[src/rtl/led_scan_arbiter.sv]
// led_scan_arbiter: round-robin LED scanner, shows up to four horizontal objects one pixel per DWELL cycles
//   CLK, RSTn            : clock, asynchronous active-low reset
//   obj_en/color/row/col/len : packed per-object descriptors (object i in slice i)
//   LEDout               : {color, 1'b0, row, col}; zero while blank
//   slot_id              : index of the object latched at the most recent LOAD
//   frame_start          : one-cycle pulse during a LOAD that begins a new scan round
module led_scan_arbiter #(
  parameter int DWELL = 2000,
  parameter int BLANK = 1
) (
  input  logic        CLK,
  input  logic        RSTn,
  input  logic [3:0]  obj_en,
  input  logic [7:0]  obj_color,
  input  logic [15:0] obj_row,
  input  logic [11:0] obj_col,
  input  logic [7:0]  obj_len,
  output logic [9:0]  LEDout,
  output logic [1:0]  slot_id,
  output logic        frame_start
);
  typedef enum logic [1:0] {IDLE, LOAD, SHOW, GAP} state_t;
  localparam logic [21:0] DW_MAX = 22'(DWELL - 1);
  state_t      state_q;
  logic [21:0] dwell_q;
  logic [2:0]  gap_q;
  logic [1:0]  k_q, last_q, color_q, len_q;
  logic [3:0]  row_q;
  logic [2:0]  col_q;
  logic [3:0]  elig;
  logic [1:0]  sel;
  logic [3:0]  col_nxt;
  logic        dwell_done, last_pix, pick;
  // Descending search so the nearest index after last_q wins; j=4 wraps back to last_q itself.
  always_comb begin
    for (int i = 0; i < 4; i++) elig[i] = obj_en[i] && obj_len[2*i +: 2] != 2'd0;
    sel = last_q;
    for (int j = 4; j >= 1; j--) sel = elig[last_q + 2'(j)] ? last_q + 2'(j) : sel;
  end
  assign dwell_done = dwell_q == DW_MAX;
  assign col_nxt    = {1'b0, col_q} + {2'b00, k_q} + 4'd1;
  // Object ends after the last requested pixel or when the next column would leave the 0..7 range.
  assign last_pix   = (k_q + 2'd1 == len_q) || col_nxt[3];
  // Selection happens on the edge entering LOAD so slot_id and frame_start are visible during LOAD.
  assign pick       = state_q == IDLE
                   || (state_q == SHOW && dwell_done && last_pix && BLANK == 0)
                   || (state_q == GAP && dwell_done && gap_q == 3'(BLANK - 1));
  always_ff @(posedge CLK or negedge RSTn) begin
    if (!RSTn) begin
      state_q     <= IDLE;
      dwell_q     <= '0;
      gap_q       <= '0;
      k_q         <= '0;
      last_q      <= 2'd3;
      color_q     <= '0;
      len_q       <= '0;
      row_q       <= '0;
      col_q       <= '0;
      LEDout      <= '0;
      slot_id     <= '0;
      frame_start <= 1'b0;
    end else begin
      frame_start <= 1'b0;
      if (pick) begin
        LEDout  <= '0;
        dwell_q <= '0;
        if (|elig) begin
          state_q     <= LOAD;
          slot_id     <= sel;
          last_q      <= sel;
          frame_start <= state_q == IDLE || sel <= last_q;
          color_q     <= obj_color[2*sel +: 2];
          row_q       <= obj_row[4*sel +: 4];
          col_q       <= obj_col[3*sel +: 3];
          len_q       <= obj_len[2*sel +: 2];
        end else begin
          state_q <= IDLE;
        end
      end else begin
        case (state_q)
          LOAD: begin
            state_q <= SHOW;
            k_q     <= '0;
            LEDout  <= {color_q, 1'b0, row_q, col_q};
          end
          SHOW: begin
            if (!dwell_done) begin
              dwell_q <= dwell_q + 22'd1;
            end else if (!last_pix) begin
              dwell_q <= '0;
              k_q     <= k_q + 2'd1;
              LEDout  <= {color_q, 1'b0, row_q, col_nxt[2:0]};
            end else begin
              state_q <= GAP;
              dwell_q <= '0;
              gap_q   <= '0;
              LEDout  <= '0;
            end
          end
          GAP: begin
            dwell_q <= dwell_done ? '0 : dwell_q + 22'd1;
            gap_q   <= dwell_done ? gap_q + 3'd1 : gap_q;
          end
          default: state_q <= IDLE;
        endcase
      end
    end
  end
endmodule

[config.mk]
export PLATFORM = sky130hd
export DESIGN_NAME = led_scan_arbiter
export DESIGN_NICKNAME = d
export VERILOG_FILES = /design/src/rtl/led_scan_arbiter.sv
export SDC_FILE = /design/constraint.sdc
export NUM_CORES = 1
export LEC_CHECK = 0
export BUFFER_PORTS_ARGS = -buffer_cell sky130_fd_sc_hd__buf_2
export CAP_MARGIN = 20
export CORE_AREA = 2 2 83 85
export CTS_BUF_LIST = sky130_fd_sc_hd__clkbuf_4
export DETAILED_ROUTE_END_ITERATION = 6
export DIE_AREA = 0 0 85 87
export PLACE_DENSITY = 0.81
export SLEW_MARGIN = 10
export SYNTH_ARGS = -nofsm -noshare
export SYNTH_HDL_FRONTEND = slang
export SYNTH_SLANG_ARGS = --single-unit
[constraint.sdc]
create_clock -name CLK -period 2.1 [get_ports CLK]
set_clock_uncertainty 0.2 [all_clocks]
set_input_delay 0.315 -clock CLK [delete_from_list [all_inputs] [get_ports CLK]]
set_output_delay 0.315 -clock CLK [all_outputs]
set_load 0.02 [all_outputs]
==> results.rst <==
.. list-table::
   :header-rows: 1

   * - Metric
     - Value
   * - Standard cell core area
     - about 6600 µm²
   * - Critical path cell sequence
     - ha_1 > nor2b_4 > o21ai_2 > nand3_2 > buf_6 > nand2b_1 > o2111ai_2 > mux2_4
   * - Dominant synthesized flop cell
     - sky130_fd_sc_hd__dfrtp_1
   * - I/O pin total
     - between 60 and 70
   * - Number of synthesized flops with an enable pin
     - 0
   * - Launch point of the worst path
     - k_q[1]
   * - Antenna Cells
     - 0
   * - Die extent in y
     - 87 µm
   * - Sequential cell area fraction in the yosys report
     - 0.4081
   * - Fraction of final layout cells with drive strength greater than 1
     - 0.4570
   * - WP data required
     - 2.27 ns
   * - Die Outline Area
     - about 7400 µm²
   * - WP data arrival
     - 2.42 ns
   * - Post-DP HPWL
     - roughly 5.6 mm
   * - Global-route wire length before repair
     - 12.18 mm
   * - Number of distinct library cells after synthesis
     - between 50 and 60
   * - Clock net sink count
     - 54
   * - Total of max-cap violations
     - 0
   * - Maximum clock frequency
     - 0.4456 GHz
   * - Worst min-delay path endpoint
     - col_q[0]
   * - Rows
     - 30
   * - Tot GR Track Use
     - 0.2031
   * - Total Power Consumption
     - 5.671 mW
   * - Drc violations
     - 0
   * - Vias per Instance
     - between 5 and 6
   * - Worst Max-Slew Pin Slew
     - between 0.6 and 0.7 ns
   * - Kind of cell with the highest combined delay on the critical path
     - simple AND/OR/NAND/NOR gates
   * - Final weighted congestion in routability-driven placement
     - roughly 0.83
   * - Register bit count reported by yosys
     - between 50 and 60
   * - Via count of the first global-routing pass
     - ~2800
   * - Horizontal die dimension
     - between 80 and 90 µm
   * - Outcome
     - finished, violations left
   * - Violations in the final reports
     - negative setup slack
   * - Synthesized netlist cell count
     - between 300 and 400
   * - Number of nets at the end of the flow
     - about 500
   * - Count of yosys warnings during synthesis
     - 0
   * - Max-slew violation total from the final report
     - 0
   * - Worst-Skew Late Latency
     - just over 0.4 ns
   * - Final wirelength
     - 8.858 mm
   * - Post-Route Setup TNS
     - -1.136 ns
   * - Worst setup slack after layout
     - -0.1441 ns
   * - Effective utilization at floorplan
     - 0.5050
   * - Setup repair after global routing missed its margin
     - true
   * - Cell depth of the worst flop-to-flop path
     - 8
   * - Critical path buffer and inverter count
     - 1
   * - Clock buffer depth
     - 2
   * - Count of routing violations after the opening detailed-route iteration
     - ~170
   * - Syn-to-layout area delta
     - 35.72%
   * - Count of buffers from port buffering
     - slightly above 60
   * - Final hold viol count
     - 0
   * - Shortest clock period the worst path allows after layout
     - about 2.2 ns
   * - Final worst path period share
     - 1.069
   * - Cell area after layout
     - ~4500 µm²
   * - Largest stage delay on the critical path
     - ~0.45 ns
   * - End of the worst register-to-register path
     - k_q[1]
   * - Maximum fanout encountered on the critical timing path
     - 5
   * - Antenna-violating nets left
     - 0
   * - Antenna violations before repair
     - 0
   * - Share of flip-flops with an asynchronous set or reset
     - 1.000
   * - Vias
     - about 3000
   * - RR Startpoint
     - k_q[1]
   * - LEAKAGE
     - between 2 and 2.5 nW
   * - Crit path capture type
     - register
   * - WL per Instance
     - 16.97 µm
   * - Clock-pin transition on the worst setup and hold timing paths
     - 0.20 ns
   * - Number of buffers added by the clock tree synthesis step
     - 5
   * - Syn_area_per_cell
     - around 10 µm²
   * - Post-Syn Nets
     - ~390
   * - Min-Delay Startpoint
     - obj_col[0]
   * - Cell at the root of the clock tree
     - sky130_fd_sc_hd__clkbuf_4
   * - TritonCTS clock tree
     - built
   * - WS Path Type
     - register to register
   * - Overall overflow remaining after global route
     - 0
   * - Max transition margin
     - 0.5992
   * - Cell area power density
     - 1260 nW/µm²
   * - Worst setup slack for register-to-register paths
     - -0.14 ns
   * - Maximum level of the CTS H-tree
     - 2
   * - Min-Delay Path Depth
     - 4
   * - Cell type of the slowest stage on the worst timing path
     - sky130_fd_sc_hd__dfrtp_1
   * - Post-synthesis cell area
     - 3317 µm²
   * - Number of endpoints failing setup at the final stage
     - 23
   * - Largest net degree at the start of global routing
     - 33
   * - First-pass iteration count of the detailed router
     - 4
   * - Worst supply voltage drop on vdd
     - 0.8292 mV
   * - Final worst hold slack
     - between 0.1 and 0.15 ns
   * - Placement Cell Area
     - between 4000 and 5000 µm²
   * - Category of the worst setup path launch point
     - register
   * - HP Class
     - primary input to register
## logic make-up (layout without fill, tap and decap cells)
group           after synthesis  after routing  share of synthesized area
buf+inv                      28            140                    0.04564
compound gates               65             65                     0.1403
other cells                   1              1                   0.001131
fa+ha+maj                    13             13                    0.05130
simple gates                114            114                     0.1882
mux                          40             40                     0.1256
xor+xnor                     15             15                    0.03961
flops                        54             54                     0.4081
## layout make-up
| class | count | area (µm²) |
|---|---|---|
| inverter | 15 | 56.30 |
| fill | 439 | 2067 |
| timing repair buffer | 117 | 849.6 |
| sequential | 54 | 1355 |
| clock inverter | 3 | 48.80 |
| clock buffer | 5 | 37.54 |
| tap | 80 | 100.1 |
| multi-input combinational | 248 | 2054 |
## cells in the mapped netlist, types with 2 or more instances
cell type,number,area [µm²]
sky130_fd_sc_hd__dfrtp_1,52,1301
sky130_fd_sc_hd__nand4_1,2,12.51
sky130_fd_sc_hd__nor2_1,27,101.4
sky130_fd_sc_hd__a22o_1,7,61.31
sky130_fd_sc_hd__nor4_2,2,25.02
sky130_fd_sc_hd__nand2b_1,5,31.28
sky130_fd_sc_hd__ha_1,12,150.1
sky130_fd_sc_hd__a31oi_1,2,12.51
sky130_fd_sc_hd__buf_6,4,45.04
sky130_fd_sc_hd__clkbuf_1,2,7.510
sky130_fd_sc_hd__mux2_2,13,146.4
sky130_fd_sc_hd__o31ai_1,3,22.52
sky130_fd_sc_hd__xnor2_1,6,52.55
sky130_fd_sc_hd__o21a_1,4,30.03
sky130_fd_sc_hd__buf_2,4,20.02
sky130_fd_sc_hd__and4_1,5,43.79
sky130_fd_sc_hd__nor2b_1,6,37.54
sky130_fd_sc_hd__a21oi_1,8,40.04
sky130_fd_sc_hd__nand3_1,9,45.04
sky130_fd_sc_hd__buf_4,3,22.52
sky130_fd_sc_hd__o21ai_1,6,30.03
sky130_fd_sc_hd__inv_1,15,56.30
sky130_fd_sc_hd__nor3_1,3,15.01
sky130_fd_sc_hd__o211ai_1,2,15.01
sky130_fd_sc_hd__nand3b_1,3,22.52
sky130_fd_sc_hd__nand2_1,33,123.9
sky130_fd_sc_hd__o21ai_0,11,55.05
sky130_fd_sc_hd__o21ai_2,11,96.34
sky130_fd_sc_hd__xor2_1,9,78.83
sky130_fd_sc_hd__o32ai_1,2,17.52
sky130_fd_sc_hd__mux2i_1,27,270.3
sky130_fd_sc_hd__dfstp_2,2,52.55
sky130_fd_sc_hd__and3_1,6,37.54
## through the flow
stage	std cells	util	worst slack, ns
CTS	509	0.6343	-0.06119
finish	522	0.6853	-0.1441
global route	522	0.6853	-0.1898
global placement	499	0.6101	-0.03864
detailed placement	499	0.6101	-0.2076
floorplan	330	-	-0.02569
## sequential cells by signal, summed over array words and instances, names as in the netlist
name and count:
LEDout 9, frame_start 1, state_q 2, col_q 3
slot_id 2, color_q 2, len_q 2, gap_q 3
k_q 2, dwell_q 22, last_q 2, row_q 4
## per-layer routing
layer / share of wire / GRT usage / vias to the layer above
met4: 0.031 / 0.06638 / 0
met2: 0.52 / 0.3580 / 108
met3: 0.048 / 0.03791 / 26
li1: - / - / 1391
met1: 0.40 / 0.2518 / 1472
met5: 0 / 0 / -
## how the worst max path moves through the flow
stage / slack, ns / depth (start not counted) / to
2_1_floorplan: -0.03 / 7 / k_q[1]
5_1_grt: -0.19 / 8 / k_q[1]
3_5_place_dp: -0.21 / 7 / LEDout[8]
6_report: -0.14 / 8 / k_q[1]
4_1_cts: -0.06 / 7 / k_q[1]
3_3_place_gp: -0.04 / 7 / LEDout[3]
## cell usage in the layout, fill, tap and decap left out, drive strengths merged, types with 2 or more instances in the layout
master  count
xnor2       6
ha         12
inv        16
o21ai      28
nor3        5
nand3b      3
o21a        4
nand2      33
a22o        7
a31oi       2
xor2        9
mux2i      27
nor4        3
o31ai       3
a21oi       9
mux2       13
nor4b       2
dfrtp      52
dfstp       2
and3        6
nand2b      5
buf       113
nand4       3
o211ai      2
o32ai       2
and4        5
clkbuf      8
nor2       28
nor2b       6
nand3      10
## worst min-delay path, stage by stage
cell and delay, ns:
sky130_fd_sc_hd__buf_2 0.10, sky130_fd_sc_hd__mux2i_1 0.11, sky130_fd_sc_hd__mux2_2 0.18, sky130_fd_sc_hd__o21ai_2 0.05
## repair_timing
| action | 4_1_cts | 5_1_grt |
|---|---|---|
| setup buffers | 1 | 9 |
| hold endpoints to repair | 52 | 0 |
| resized for setup | 11 | 46 |
| pin swaps | 9 | 23 |
| hold buffers | 1 | 0 |
| cloned | 0 | 4 |
| setup endpoints to repair | 18 | 51 |
## where the power goes
part	switching, mW	total (mW)	internal [mW]
clock network	0.378	0.636	0.259
logic	1.77	3.46	1.69
registers	0.245	1.57	1.33
(Power assumes the default switching activity.)
